==> src/rtl/hv_dac_sequencer.sv <==
// -----------------------------------------------------------------------------
// hv_dac_sequencer
//
// Ramps a high-voltage DAC code toward a clamped target at a programmable
// rate. It also sequences I2C writes that refresh the threshold DACs and the
// HV DAC. A full sweep (threshold slots 0..NCH-1, then the HV slot) runs on
// every refresh-counter expiry. Between sweeps, any change of the ramped HV
// code triggers a write to the HV slot only.
//
// Ports
//   clk_i        single clock, rising edge
//   rst_i        asynchronous, active-low reset
//   hv_enable    ramp toward target when high, toward 0 when low
//   hv_target    requested HV code
//   hv_limit     hard ceiling on the HV code
//   ramp_period  cycles per 1-LSB ramp step (0 behaves as 1)
//   thresholds   packed threshold codes, channel k at [k*DW +: DW]
//   eeprom_sel   DAC command / EEPROM select bits
//   i2c_busy     I2C engine busy; a request is held off while it is high
//   i2c_done     I2C engine completion pulse (1 cycle)
//   i2c_start    1-cycle transaction request
//   i2c_line     bus select: 2 = threshold bus, 1 = HV bus
//   i2c_data12   bytes 1-2 of the write (command + select bits)
//   i2c_data34   bytes 3-4 of the write (DAC code, MSB aligned)
//   hv_current   present ramped HV code
//   at_target    hv_current equals the effective target
//   err_timeout  sticky: some transaction never reported done
// -----------------------------------------------------------------------------
module hv_dac_sequencer #(
    parameter int NCH     = 2,
    parameter int DW      = 12,
    parameter int HV_INIT = 0,
    parameter int REFRESH = 4194304,
    parameter int TIMEOUT = 65535
) (
    input  logic              clk_i,
    input  logic              rst_i,
    input  logic              hv_enable,
    input  logic [DW-1:0]     hv_target,
    input  logic [DW-1:0]     hv_limit,
    input  logic [15:0]       ramp_period,
    input  logic [NCH*DW-1:0] thresholds,
    input  logic [2:0]        eeprom_sel,
    input  logic              i2c_busy,
    input  logic              i2c_done,
    output logic              i2c_start,
    output logic [1:0]        i2c_line,
    output logic [15:0]       i2c_data12,
    output logic [15:0]       i2c_data34,
    output logic [DW-1:0]     hv_current,
    output logic              at_target,
    output logic              err_timeout
);

    // Slot index must reach NCH (the HV slot).
    localparam int SW = $clog2(NCH + 1);

    typedef enum logic [2:0] {
        ST_IDLE,
        ST_LOAD,
        ST_START,
        ST_WAIT,
        ST_NEXT
    } state_t;

    state_t        state_reg, state_next;
    logic [SW-1:0] slot_reg;
    logic          sweep_reg;
    logic [DW-1:0] hv_reg;
    logic          hv_dirty_reg;
    logic          pending_reg;
    logic [15:0]   tick_cnt_reg;
    logic [31:0]   ref_cnt_reg;
    logic [31:0]   wait_cnt_reg;
    logic [1:0]    line_reg;
    logic [15:0]   data12_reg;
    logic [15:0]   data34_reg;
    logic          err_reg;

    // FSM strobes
    logic start_sweep;
    logic start_hv;
    logic do_load;
    logic timeout_hit;
    logic advance;

    // ------------------------------------------------------------------
    // Ramp datapath
    // ------------------------------------------------------------------
    logic [DW-1:0] eff_target;
    logic [15:0]   period_eff;
    logic          tick;
    logic          hv_up;
    logic          hv_dn;

    assign eff_target = !hv_enable            ? '0 :
                        (hv_target < hv_limit) ? hv_target : hv_limit;
    assign period_eff = (ramp_period == 16'd0) ? 16'd1 : ramp_period;
    // ">=" rather than "==" so that shortening ramp_period below the
    // current count fires a tick at once instead of waiting for a wrap.
    assign tick       = (tick_cnt_reg >= (period_eff - 16'd1));
    // A code above a lowered hv_limit simply becomes a ramp-down, since
    // eff_target never exceeds hv_limit.
    assign hv_up      = tick && (hv_reg < eff_target);
    assign hv_dn      = tick && (hv_reg > eff_target);

    logic ref_expiry;
    assign ref_expiry = (ref_cnt_reg == 32'(REFRESH - 1));

    // ------------------------------------------------------------------
    // Threshold channel unpacking, padded to a power of two so that any
    // slot value indexes a defined entry (the HV slot reads zero here and
    // is never selected for a threshold write anyway).
    // ------------------------------------------------------------------
    logic [DW-1:0] thr_arr [2**SW];

    generate
        for (genvar gi = 0; gi < 2**SW; gi++) begin : g_thr
            if (gi < NCH) begin : g_used
                assign thr_arr[gi] = thresholds[gi*DW +: DW];
            end else begin : g_pad
                assign thr_arr[gi] = '0;
            end
        end
    endgenerate

    // Transaction contents for the current slot; codes are MSB aligned.
    logic [1:0]  load_line;
    logic [15:0] load_data12;
    logic [15:0] load_data34;
    logic [7:0]  slot_cmd;

    always_comb begin
        slot_cmd    = 8'hC0 + (8'(slot_reg) << 1);
        load_line   = 2'd1;
        load_data12 = {8'hC0, eeprom_sel, 5'b0};
        load_data34 = 16'(hv_reg) << (16 - DW);
        if (slot_reg < SW'(NCH)) begin
            load_line   = 2'd2;
            load_data12 = {slot_cmd, eeprom_sel, 5'b0};
            load_data34 = 16'(thr_arr[slot_reg]) << (16 - DW);
        end
    end

    // ------------------------------------------------------------------
    // Sequencer FSM
    // ------------------------------------------------------------------
    always_ff @(posedge clk_i or negedge rst_i) begin
        if (!rst_i) begin
            state_reg <= ST_IDLE;
        end else begin
            state_reg <= state_next;
        end
    end

    always_comb begin
        state_next  = state_reg;
        i2c_start   = 1'b0;
        start_sweep = 1'b0;
        start_hv    = 1'b0;
        do_load     = 1'b0;
        timeout_hit = 1'b0;
        advance     = 1'b0;
        case (state_reg)
            ST_IDLE: begin
                // A refresh (now or held over) wins over an HV-only update;
                // the sweep rewrites the HV slot anyway.
                if (ref_expiry || pending_reg) begin
                    start_sweep = 1'b1;
                    state_next  = ST_LOAD;
                end else if (hv_dirty_reg) begin
                    start_hv   = 1'b1;
                    state_next = ST_LOAD;
                end
            end
            ST_LOAD: begin
                do_load    = 1'b1;
                state_next = ST_START;
            end
            ST_START: begin
                if (!i2c_busy) begin
                    i2c_start  = 1'b1;
                    state_next = ST_WAIT;
                end
            end
            ST_WAIT: begin
                if (i2c_done) begin
                    state_next = ST_NEXT;
                end else if (wait_cnt_reg >= 32'(TIMEOUT - 1)) begin
                    timeout_hit = 1'b1;
                    state_next  = ST_NEXT;
                end
            end
            ST_NEXT: begin
                if (sweep_reg && (slot_reg < SW'(NCH))) begin
                    advance    = 1'b1;
                    state_next = ST_LOAD;
                end else begin
                    state_next = ST_IDLE;
                end
            end
            default: state_next = ST_IDLE;
        endcase
    end

    // ------------------------------------------------------------------
    // Datapath registers
    // ------------------------------------------------------------------
    always_ff @(posedge clk_i or negedge rst_i) begin
        if (!rst_i) begin
            slot_reg     <= '0;
            sweep_reg    <= 1'b0;
            hv_reg       <= DW'(HV_INIT);
            hv_dirty_reg <= 1'b0;
            pending_reg  <= 1'b0;
            tick_cnt_reg <= '0;
            ref_cnt_reg  <= '0;
            wait_cnt_reg <= '0;
            line_reg     <= '0;
            data12_reg   <= '0;
            data34_reg   <= '0;
            err_reg      <= 1'b0;
        end else begin
            tick_cnt_reg <= tick ? 16'd0 : tick_cnt_reg + 16'd1;
            ref_cnt_reg  <= ref_expiry ? 32'd0 : ref_cnt_reg + 32'd1;

            if (hv_up) begin
                hv_reg <= hv_reg + DW'(1);
            end else if (hv_dn) begin
                hv_reg <= hv_reg - DW'(1);
            end

            // A step in the same cycle as the HV load must survive: the
            // load captured the pre-step code, so another write is owed.
            if (hv_up || hv_dn) begin
                hv_dirty_reg <= 1'b1;
            end else if (do_load && (slot_reg == SW'(NCH))) begin
                hv_dirty_reg <= 1'b0;
            end

            // Expiries arriving mid-transaction are remembered for IDLE.
            pending_reg <= start_sweep ? 1'b0 : (pending_reg | ref_expiry);

            if (start_sweep) begin
                slot_reg  <= '0;
                sweep_reg <= 1'b1;
            end else if (start_hv) begin
                slot_reg  <= SW'(NCH);
                sweep_reg <= 1'b0;
            end else if (advance) begin
                slot_reg  <= slot_reg + SW'(1);
            end

            if (do_load) begin
                line_reg   <= load_line;
                data12_reg <= load_data12;
                data34_reg <= load_data34;
            end

            // The start cycle itself counts toward the timeout.
            if (i2c_start) begin
                wait_cnt_reg <= 32'd1;
            end else if (state_reg == ST_WAIT) begin
                wait_cnt_reg <= wait_cnt_reg + 32'd1;
            end

            if (timeout_hit) begin
                err_reg <= 1'b1;
            end
        end
    end

    assign i2c_line    = line_reg;
    assign i2c_data12  = data12_reg;
    assign i2c_data34  = data34_reg;
    assign hv_current  = hv_reg;
    assign at_target   = (hv_reg == eff_target);
    assign err_timeout = err_reg;

endmodule

==> config.mk <==
export PLATFORM = sky130hd
export DESIGN_NAME = hv_dac_sequencer
export DESIGN_NICKNAME = d
export VERILOG_FILES = /design/src/rtl/hv_dac_sequencer.sv
export SDC_FILE = /design/constraint.sdc
export NUM_CORES = 1
export LEC_CHECK = 0
export CORE_MARGIN = 2
export CORE_UTILIZATION = 40
export CTS_CLUSTER_DIAMETER = 60
export DETAILED_ROUTE_END_ITERATION = 10
export PLACE_DENSITY_LB_ADDON = 0.25
export SYNTH_ARGS = -nofsm -noshare
export SYNTH_HDL_FRONTEND = slang
export SYNTH_SLANG_ARGS = --single-unit
==> constraint.sdc <==
create_clock -name clk_i -period 4.8 [get_ports clk_i]
set_input_delay 1.2 -clock clk_i [delete_from_list [all_inputs] [get_ports clk_i]]
set_output_delay 1.2 -clock clk_i [all_outputs]
set_load 0.01 [all_outputs]
* Word-level counts from Yosys, hierarchy flattened
Index checks and enable logic that the tools add are counted.
** Operators by class
- Add/subtract/negate cells :: 8
- Magnitude comparators :: 7
- Equality and inequality tests :: 10
- Multiplexer cells :: 43
- Bitwise logic cells :: 2
- Reductions and logical operators :: 14
** Operators with widths (number)
- $mux 32 :: 3
- $mux 12 :: 6
- $add 32x1->32 const B :: 2
- $mux 16 :: 4
- $eq 32x22->1 const B :: 1
- $ge 32x16->1 const B :: 1
- $bmux 12 s2 :: 1
- $lt 12x12->1 :: 2
- $mux 1 :: 19
- $add 16x1->16 const B :: 1
- $ge 16x16->1 :: 1
- $logic_not 16->1 :: 1
- $sub 16x1->16 const B :: 1
- $mux 3 :: 5
- $pmux 3 s5 :: 1
- $add 12x1->12 const B :: 1
- $eq 12x12->1 :: 1
- $gt 12x12->1 :: 1
- $sub 12x1->12 const B :: 1
- $add 7x4->8 const A :: 1
- $mux 2 :: 4
- $reduce_bool 2->1 :: 4
- $eq 3x2->1 const B :: 2
- $ne 3x3->1 const B :: 2
- other kinds (14) :: 18
** Word-level totals
- Register bits :: 135
- Input port bits :: 72
- Output and inout port bits :: 49
- Word-level logic and storage cells :: 97

* Longest topological paths before layout
Gate-level depths: netlist of the first run.
- Word-level depth :: 7
- Gate-level depth with buffers :: 25
- Depth with buffers taken out :: 25

* Least setup slack after synthesis of the first run
Ideal clock, no wire load.
- Path type :: input -> register
- From :: input port ramp_period[6]
- To :: register hv_reg[10] (netlist: hv_current[10])
- Library setup time :: 0.128 ns
- Data arrival time :: 5.977 ns
- Data required time :: 4.672 ns
- Path slack :: -1.305 ns
- Cell stages on the path :: 24
- Path buffers :: 0
- Cell sequence :: or4_4 > nor4_4 > or4b_4 > nor2_4 > nor2_1 > ha_1 > and2_0 > nand3b_1 > xor2_1 > ha_1 > a21oi_1 > nand2_1 > a211oi_1 > nand3_1 > nand2b_1 > inv_1 > fa_1 > nor2b_1 > o21a_1 > o21ai_1 > a21oi_1 > or4_1 > nand4_1 > mux2_1
** Between the ends
- Cells in the longest elaborated chain, start to end :: 6
- Elaborated cells between the ends (all ways) :: 8
- Classes of those cells :: 1 x add/sub; 1 x order compare; 2 x mux; 4 x reduce/logical
** RTL lines
- start, declared :: line 41 : input logic [15:0] ramp_period,
- $logic_not 16->1 :: line 98 : assign period_eff = (ramp_period == 16'd0) ? 16'd1 : ramp_period;
- $mux 16 * :: line 98
- $sub 16x1->16 * :: line 101 : assign tick = (tick_cnt_reg >= (period_eff - 16'd1));
- $ge 16x16->1 * :: line 101
- $logic_and 1x1->1, on equally long branches :: line 104, 105
- $mux 12 or $reduce_bool 2->1 (tied branches)
- end signal, assigned :: line 213 : hv_reg <= DW'(HV_INIT);
- end signal, assigned :: line 228 : hv_reg <= hv_reg + DW'(1);
- end signal, assigned :: line 230 : hv_reg <= hv_reg - DW'(1);
- end, declared :: line 69 : logic [DW-1:0] hv_reg;
Mark *: on every way between the ends. The rest lies on a longest branch, timed or not.
A chain may end at the register's enable or synchronous reset.

* Worst setup path in the final report of the first run
- From :: input port ramp_period[6]
- To :: register hv_reg[11] (netlist: hv_current[11])
Same word-level chain as after synthesis.

==> metrics.md, run 1 <==
| Metric | Value |
|---|---|
| Status | finished with violations |
| Slew Limit Fails | 0 |
| Failing checks | setup timing |
| Main synth FF type | dfrtp_1 |
| Synth area leaders | dfrtp_1, ha_1, xor2_1, nor2_1, xnor2_1 |
| Fmax | approximately 0.18 GHz |
| Power Density | roughly 340 nW/µm² |
| Setup Skew | slightly above 0.009 ns |
| Io pins | ~120 |
| Die W | 141 µm |
| H-Tree Level Count | 4 |
| VDD IR max | just over 0.0002 V |
| Pwr Total | around 0.0036 W |
| Worst Setup Start Kind | input port |
| Slew @ Worst Pin | between 1 and 1.5 ns |
| Unique cell type count in the Yosys netlist | 57 |
| CTS tree | built |
| Setup crit end kind | flop |
| Die H | between 100 and 150 µm |
| Initial Util | 0.405 |
| CP max stage delay | ~0.55 ns |
| Synth Instances | 814 |
| CP max stage cell | or4_4 |
| Iter 0 DRT Violations | around 310 |
| Post-synth EDFFs | 0 |
| #FFs+latches synth | 120 |
| Synth top area share | 0.401 |
| Worst rel slew slack | 0.272 |
| Global-route usage over all layers | 0.187 |
| Largest net degree at the start of global routing | between 40 and 50 |
| Most common cell after layout, fill and taps aside | dfrtp_1 |
| Layout cells sized above 1 | 0.225 |
| DRC violations left | 0 |
| Syn_area_per_cell | between 9 and 10 µm² |
| CP Max Fanout | 5 |
| Vias/cell | roughly 5.0 |
| Tmin final | roughly 5.7 ns |
| TNS Setup | -7.12 ns |
| CP Data Required Time | roughly 5 ns |
| GPL Wtd Cong | 0.833 |
| Detailed Route WL | roughly 18 mm |
| Max-cap violations | 0 |
| CTS buffer count | 17 |
| Die ar. | about 20000 µm² |
| Clk_lat worst skew | around 0.4 ns |
| Grt ovf | 0 |
| Fin nets | about 1.2k |
| Critical Path AT | around 6 ns |
| WL/cell | about 14 µm |
| Dpl hpwl | 12.9 mm |
| Worst-path clk slew | about 0.06 ns |
| N_diodes | 0 |
| Commonest non-fill, non-tap cells in the layout | dfrtp_1, nor2_1, buf_4 |
| Fillers | approximately 1.6k |
| Core area | between 15000 and 20000 µm² |
| Area Overhead vs Synth | 42.3% |
| Root buf cell | clkbuf_16 |
| Vias | ~6.4k |
| Final setup violating endpoints | 14 |
| Largest area contributor in the netlist | dfrtp_1 |
| Post-synthesis sequential area ratio | 0.401 |
| Post-DRT Antenna Nets | 0 |
| RSZ-0062 raised after global routing | true |
| Worst min path class | flop to flop |
| Num rows | 50 |
| Ys async rst share | 1.00 |
| Port-buffer cells | 106 |
| Clock sink total | 120 |
| Final Hold Viols | 0 |
| Clk buf depth | 2 |
| CP Class | input port to flop |
| First-pass GRT wire length | between 30 and 40 mm |
| Number of global-route vias before repair | 6415 |
| TritonRoute pass-1 iters | 4 |
| Initial antenna violation count | 0 |
| Final worst slack | -0.885 ns |
| Tcrit/Tclk final | 1.18 |
| Mapped cell area | 7500 µm² |
| Syn. warnings | 0 |
| Pleak | between 4 and 5 nW |
## metal layers
layer / GRT usage / wire length (µm)
met1: 0.246 / 8550
met2: 0.312 / 8930
met3: 0.0408 / 666
met4: 0.0558 / 199
met5: 0 / 0
## area by class of cell
| type | count | area [µm²] | area share |
|---|---|---|---|
| Clock inverter | 12 | 129 | 0.0121 |
| Multi-Input combinational cell | 644 | 4770 | 0.447 |
| Timing Repair Buffer | 213 | 1920 | 0.180 |
| Sequential cell | 120 | 3000 | 0.282 |
| Inverter | 29 | 121 | 0.0114 |
| Clock buffer | 19 | 433 | 0.0406 |
| Tap cell | 234 | 293 | 0.0274 |
## critical path, delay by kind of cell
family          cells  cell delay [ns]
fa+ha+maj           3             0.65
buf+inv             2             0.20
xor+xnor            2             0.28
compound gates      6             1.17
simple gates       12             2.47
## per-stage QoR
step | utilization | setup slack (ns) | instances | hold WS, ns | area [µm²]
floorplan | - | -0.910 | 827 | 0.437 | 7700
detailed placement | 0.512 | -1.63 | 1214 | 0.458 | 9490
finish | 0.576 | -0.885 | 1271 | 0.468 | 10700
global placement | 0.512 | -1.49 | 1214 | 0.454 | 9490
global route | 0.576 | -1.12 | 1271 | 0.479 | 10700
CTS | 0.566 | -0.819 | 1263 | 0.470 | 10500
## power breakdown
part	switching, W	internal, W	leakage (nW)
Sequential	0.000142	0.00113	1.59
Combinational	0.000521	0.000589	3.05
Clock	0.000462	0.000759	0.269
## final timing paths
check | to | cells after the start | slack, ns | startpoint
worst max-delay path | hv_current[11] | 25 | -0.89 | ramp_period[6]
worst min-delay path | ref_cnt_reg[31] | 1 | 0.47 | ref_cnt_reg[31]
worst max register to register | hv_current[7] | 14 | 1.42 | hv_current[6]
worst min register to register | ref_cnt_reg[31] | 1 | 0.47 | ref_cnt_reg[31]
max in group asynchronous | tick_cnt_reg[7] | 2 | 3.09 | rst_i
min in group asynchronous | i2c_data12[5] | 1 | 0.77 | rst_i
## synthesized netlist by cell type (5+ instances only)
library cell and count:
nor3_1 12, or3_1 5, nor2_1 102, mux2_1 18, nand3b_1 5, nor2b_1 5, buf_4 15, o21ai_1 6
nand4_1 23, xor2_1 54, dfrtp_1 120, nor4_1 14, nand3_1 39, clkbuf_1 15, ha_1 56, a21oi_1 39
inv_1 29, nand2b_1 10, mux2_2 6, and3_1 18, nand2_1 87, mux2i_1 14, xnor2_1 39, o21ai_0 25
a21o_1 10
## cell families (layout without fill, tap and decap cells)
logic type	Yosys count	count (layout)	share of synthesized area
buffers and inverters	64	273	0.0402
AOI/OAI and AO/OA	100	100	0.0774
adders and majority gates	57	57	0.0961
xor gates and xnor gates	93	93	0.109
and+or+nand+nor	341	342	0.222
muxes	38	38	0.0547
DFF	120	120	0.401
other	1	14	0.000500
## what timing repair did
| item | 4_1_cts | 5_1_grt |
|---|---|---|
| endpoints found under the setup margin | 14 | 14 |
| pin swaps | 51 | 48 |
| gates cloned | 1 | 0 |
| buffers inserted | 17 | 9 |
| gates resized for setup | 77 | 36 |
| hold buffers | 0 | 0 |
(Power assumes the default switching activity.)
==> inputs of run 2 (changes only) <==
--- a/config.mk
+++ b/config.mk
@@ -6,7 +6,7 @@
 export NUM_CORES = 1
 export LEC_CHECK = 0
 export CORE_MARGIN = 2
-export CORE_UTILIZATION = 40
+export CORE_UTILIZATION = 45
 export CTS_CLUSTER_DIAMETER = 60
 export DETAILED_ROUTE_END_ITERATION = 10
 export PLACE_DENSITY_LB_ADDON = 0.25
==> metrics.md, run 2 (synthesized netlist as in run 1, its figures left out) <==
| Metric | Value |
|---|---|
| Status | finished with violations |
| Failing checks | setup timing |
| Die H | approximately 130 µm |
| Final worst slack | -0.850 ns |
| Area Overhead vs Synth | 43.5% |
| VDD IR max | 0.000289 V |
| Critical Path AT | between 5 and 6 ns |
| CTS buffer count | 17 |
| Layout cells sized above 1 | 0.238 |
| Crit path from | ramp_period[8] |
| Sequential share of power | 0.358 |
| Final setup violating endpoints | 14 |
| CP Class | input port to flop |
| Clk buf depth | 2 |
| H-Tree Level Count | 4 |
| Iter 0 DRT Violations | 400 |
| N_diodes | 0 |
| Pwr Total | 0.00358 W |
| Port-buffer cells | around 110 |
| M3 GR Usage | 0.0487 |
| Commonest non-fill, non-tap cells in the layout | dfrtp_1, nor2_1, buf_4 |
| R2R cell count | 14 |
| Initial antenna violation count | 0 |
| Post-DRT Antenna Nets | 0 |
| Global routing usage on met2 | 0.361 |
| Slew Limit Fails | 0 |
| CTS tree | built |
| Worst Setup Start Kind | input port |
| Final core utilization | 0.656 |
| Top Usage Layer GRT | met2 |
| RSZ-0062 raised after global routing | true |
| Final Hold Viols | 0 |
| Worst hold slack | between 0.4 and 0.5 ns |
| R2r endpoint | hv_current[11] |
| Most common cell after layout, fill and taps aside | dfrtp_1 |
| Hold_buf cts | 0 |
| Detailed Route WL | 19.1 mm |
| Fmax | about 0.18 GHz |
| Clock sink total | 120 |
| Clock power frac | 0.333 |
| CP Max Fanout | 5 |
| Tcrit/Tclk final | 1.18 |
| Largest net degree at the start of global routing | roughly 70 |
| Cell internal pwr | 0.00243 W |
| Die ar. | approximately 18000 µm² |
| DRC violations left | 0 |
| Logic pwr share | 0.309 |
| Power Density | between 300 and 400 nW/µm² |
| Tmin final | 5.65 ns |
| TritonRoute pass-1 iters | 4 |
| Setup crit end kind | flop |
| Sw Pwr | approximately 0.0011 W |
| Global-route usage over all layers | 0.217 |
| Die W | ~130 µm |
| Worst-path clk slew | roughly 0.06 ns |
| Clk_lat worst skew | 0.42 ns |
| Number of global-route vias before repair | approximately 6.5k |
| Num rows | 47 |
| Setup Skew | between 0.007 and 0.008 ns |
| WL/cell | 15.1 µm |
| Switching Share | 0.320 |
| Worst rel slew slack | 0.287 |
| Dpl hpwl | about 13 mm |
| Pre-CTS setup slack | -1.67 ns |
| Grt ovf | 0 |
| Initial Util | 0.457 |
| GPL Wtd Cong | roughly 0.79 |
| Pleak | between 4 and 5 nW |
| GR Util met1 | 0.285 |
| First-pass GRT wire length | between 30 and 40 mm |
| Vias | 6619 |
| Core area | ~16000 µm² |
| Slew @ Worst Pin | between 1 and 1.5 ns |
| CP Data Required Time | around 5.1 ns |
| Max-cap violations | 0 |
| Io pins | ~120 |
| Root buf cell | clkbuf_16 |
| Worst min path class | flop to flop |
| Vias/cell | approximately 5.2 |
| Reg2reg setup slack | 1.40 ns |
| Worst reg2reg startpoint | hv_current[5] |
| Fin nets | between 1k and 1.5k |
| Worst setup path end | hv_current[11] |
run 2: worst min path at each step:
stage,to,start,cells after the start
after floorplan,ref_cnt_reg[16],ref_cnt_reg[16],1
after global placement,err_timeout,err_timeout,2
after detailed placement,ref_cnt_reg[4],ref_cnt_reg[4],1
after CTS,ref_cnt_reg[16],ref_cnt_reg[16],1
after global routing,ref_cnt_reg[4],ref_cnt_reg[4],1
final,ref_cnt_reg[16],ref_cnt_reg[16],1
run 2: metrics by stage:
step | cell area [µm²] | setup TNS (ns) | std cells
2_1_floorplan | 7700 | -7.39 | 827
3_3_place_gp | 9500 | -20.46 | 1204
3_5_place_dp | 9500 | -23.89 | 1204
4_1_cts | 10500 | -6.58 | 1254
5_1_grt | 10800 | -10.57 | 1267
6_report | 10800 | -7.48 | 1267
run 2: critical path, cell delays in order:
cell	delay, ns
buf_6	0.09
or4_4	0.55
nor4_4	0.17
or4b_4	0.52
nor2_4	0.16
nor2_4	0.05
ha_4	0.15
and2_4	0.14
nand3b_1	0.09
xor2_1	0.16
ha_1	0.28
a21oi_2	0.15
nand2_1	0.07
a211oi_2	0.25
nand3_2	0.18
nand2b_4	0.16
ha_4	0.21
buf_6	0.11
o211ai_1	0.24
o211ai_1	0.20
a41oi_2	0.26
nor2_2	0.09
nor3b_2	0.21
o21ai_1	0.11
xnor2_1	0.13
run 2: repair_timing:
action                                 in CTS  in global routing
setup buffers                              17                 17
cloned                                      1                  1
resized for setup                          85                 54
pin swaps                                  54                 50
setup endpoints to repair                  14                 14
endpoints found under the hold margin       0                  0
run 2: metal layers:
| metal | vias to the layer above | wire length (µm) |
|---|---|---|
| met5 | - | 0 |
| met4 | 0 | 271 |
| met3 | 32 | 892 |
| met2 | 156 | 9430 |
| met1 | 3185 | 8500 |
| li1 | 3246 | - |
run 2: power groups by stage:
stage / Sequential (W) / Clock [W] / Combinational, W
4_1_cts: 0.00128 / 0.00121 / 0.00105
3_5_place_dp: 0.00129 / 0 / 0.000957
5_1_grt: 0.00130 / 0.00125 / 0.00122
6_report: 0.00128 / 0.00119 / 0.00110
3_3_place_gp: 0.00129 / 0 / 0.000943
2_1_floorplan: 0.00127 / 0 / 0.000534
run 2: cell type report:
class / count / area, µm²
well taps: 220 / 275
clock inverters: 15 / 131
inverters: 29 / 124
fillers: 1260 / 5650
repair buffers: 222 / 2060
clock buffers: 17 / 425
flip-flops and latches: 120 / 3000
multi-input cells: 644 / 4740
==> inputs of run 3 (changes only) <==
--- a/config.mk
+++ b/config.mk
@@ -9,7 +9,9 @@
 export CORE_UTILIZATION = 45
 export CTS_CLUSTER_DIAMETER = 60
 export DETAILED_ROUTE_END_ITERATION = 10
+export GPL_TIMING_DRIVEN = 0
 export PLACE_DENSITY_LB_ADDON = 0.25
+export SLEW_MARGIN = 5
 export SYNTH_ARGS = -nofsm -noshare
 export SYNTH_HDL_FRONTEND = slang
 export SYNTH_SLANG_ARGS = --single-unit
==> metrics.md, run 3 (synthesized netlist as in run 1, its figures left out) <==
| Metric | Value |
|---|---|
| Status | finished with violations |
| Failing checks | setup timing |
| Reg2reg setup slack | around 1.4 ns |
| Num rows | 47 |
| Root buf cell | clkbuf_16 |
| CTS buffer count | 17 |
| Delay-heaviest family, CP | simple AND/OR/NAND/NOR gates |
| Worst min path class | flop to flop |
| Slew @ Worst Pin | 0.812 ns |
| Layout cells sized above 1 | 0.197 |
| R2r endpoint | hv_current[7] |
| CP Max Fanout | 5 |
| Worst-path clk slew | about 0.05 ns |
| Iter 0 DRT Violations | 289 |
| RSZ-0062 raised after global routing | true |
| CTS tree | built |
| Worst path depth | 26 |
| N_diodes | 0 |
| Power Density | about 350 nW/µm² |
| CP max stage cell | or4_4 |
| Clock sink total | 120 |
| CP max stage delay | 0.55 ns |
| Area occupied by multi-input gates | between 4000 and 5000 µm² |
| Tmin final | 5.73 ns |
| Detailed Route WL | ~18 mm |
| Die ar. | 17700 µm² |
| Core area | around 16000 µm² |
| Clk_lat worst skew | just over 0.4 ns |
| Pwr Total | 0.00365 W |
| Post-DRT Antenna Nets | 0 |
| Setup Skew | approximately 0.009 ns |
| Worst setup path end | hv_current[8] |
| Vias | ~6.3k |
| Crit path from | ramp_period[9] |
| WL/cell | 14.5 µm |
| Area Overhead vs Synth | 39.4% |
| Initial Util | 0.457 |
| Dpl hpwl | between 10 and 15 mm |
| Worst Setup Start Kind | input port |
| DRC violations left | 0 |
| Max-cap violations | 0 |
| Die W | about 130 µm |
| Io pins | 121 |
| CP Data Required Time | around 5 ns |
| Most common cell after layout, fill and taps aside | dfrtp_1 |
| Final Hold Viols | 0 |
| Number of global-route vias before repair | approximately 6.1k |
| Critical Path AT | ~6.0 ns |
| H-Tree Level Count | 4 |
| Vias/cell | about 5.2 |
| Worst rel slew slack | 0.454 |
| Tcrit/Tclk final | 1.19 |
| Commonest non-fill, non-tap cells in the layout | dfrtp_1, nor2_1, nand2_1 |
| VDD IR max | 0.000278 V |
| TritonRoute pass-1 iters | 4 |
| Final setup violating endpoints | 12 |
| Final worst slack | -0.927 ns |
| Grt ovf | 0 |
| Worst reg2reg startpoint | hv_current[6] |
| Pleak | between 4 and 5 nW |
| Final core utilization | 0.637 |
| Clk buf depth | 2 |
| CP Class | input port to flop |
| First-pass GRT wire length | roughly 30 mm |
| Port-buffer cells | approximately 110 |
| Pre-CTS setup slack | -1.96 ns |
| Slew Limit Fails | 0 |
| Largest net degree at the start of global routing | between 70 and 80 |
| GPL Wtd Cong | 0.822 |
| Setup crit end kind | flop |
| Global-route usage over all layers | 0.203 |
| Reg area | ~3000 µm² |
| Fillers | 1295 |
| Initial antenna violation count | 0 |
| Fin nets | about 1.1k |
| Fmax | around 0.17 GHz |
| R2R cell count | 16 |
| Die H | between 100 and 150 µm |
| Buf/Inv on CP | 4 |
## run 3: cell type report
| cell class | instances | share of cell area |
|---|---|---|
| multi-input cells | 644 | 0.460 |
| flip-flops and latches | 120 | 0.287 |
| repair buffers | 150 | 0.138 |
| clock buffers | 22 | 0.0454 |
| well taps | 220 | 0.0263 |
| plain buffers | 34 | 0.0189 |
| inverters | 29 | 0.0119 |
| clock inverters | 9 | 0.0117 |
## run 3: worst min path at each step
| stage | from | to | slack [ns] | cells after the start |
|---|---|---|---|---|
| floorplan | ref_cnt_reg[16] | ref_cnt_reg[16] | 0.44 | 1 |
| global placement | ref_cnt_reg[16] | ref_cnt_reg[16] | 0.45 | 1 |
| detailed placement | ref_cnt_reg[4] | ref_cnt_reg[4] | 0.46 | 1 |
| CTS | ref_cnt_reg[4] | ref_cnt_reg[4] | 0.47 | 1 |
| global route | ref_cnt_reg[31] | ref_cnt_reg[31] | 0.49 | 1 |
| finish | ref_cnt_reg[4] | ref_cnt_reg[4] | 0.47 | 1 |
## run 3: layer usage
metal / up-vias / wire length [µm] / GRT usage
li1: 3163 / - / -
met1: 3043 / 8460 / 0.289
met2: 109 / 8340 / 0.311
met3: 21 / 838 / 0.0490
met4: 0 / 163 / 0.0538
met5: - / 0 / 0
## run 3: metrics by stage
stage	std cells	hold slack (ns)	TNS, ns	instance area [µm²]
floorplan	827	0.437	-7.39	7700
global placement	1153	0.455	-302.74	9040
detailed placement	1154	0.458	-30.31	9070
CTS	1212	0.473	-7.36	10100
global route	1228	0.488	-11.44	10500
finish	1228	0.469	-8.65	10500
## run 3: worst register-to-register path: stages (launching register included)
cell	delay (ns)
dfrtp_1	0.55
ha_4	0.27
and3_4	0.16
a221oi_4	0.31
o221ai_4	0.18
nand2b_4	0.21
buf_4	0.15
buf_6	0.11
ha_4	0.27
a211oi_4	0.05
buf_4	0.14
buf_4	0.13
o21ai_4	0.14
nand3_2	0.09
and2_4	0.15
xnor2_1	0.11
mux2_1	0.29
## run 3: what timing repair did
item / 4_1_cts / 5_1_grt
hold buffers: 0 / 0
gates cloned: 2 / 0
gates resized for setup: 75 / 75
setup endpoints to repair: 24 / 24
buffers inserted: 25 / 17
pin swaps: 38 / 50
## run 3: where the power goes
part	internal (W)	total [W]	switching, W	leakage (nW)
Combinational	0.000564	0.00111	0.000542	2.96
Sequential	0.00114	0.00126	0.000129	1.59
Clock	0.000849	0.00128	0.000433	0.296
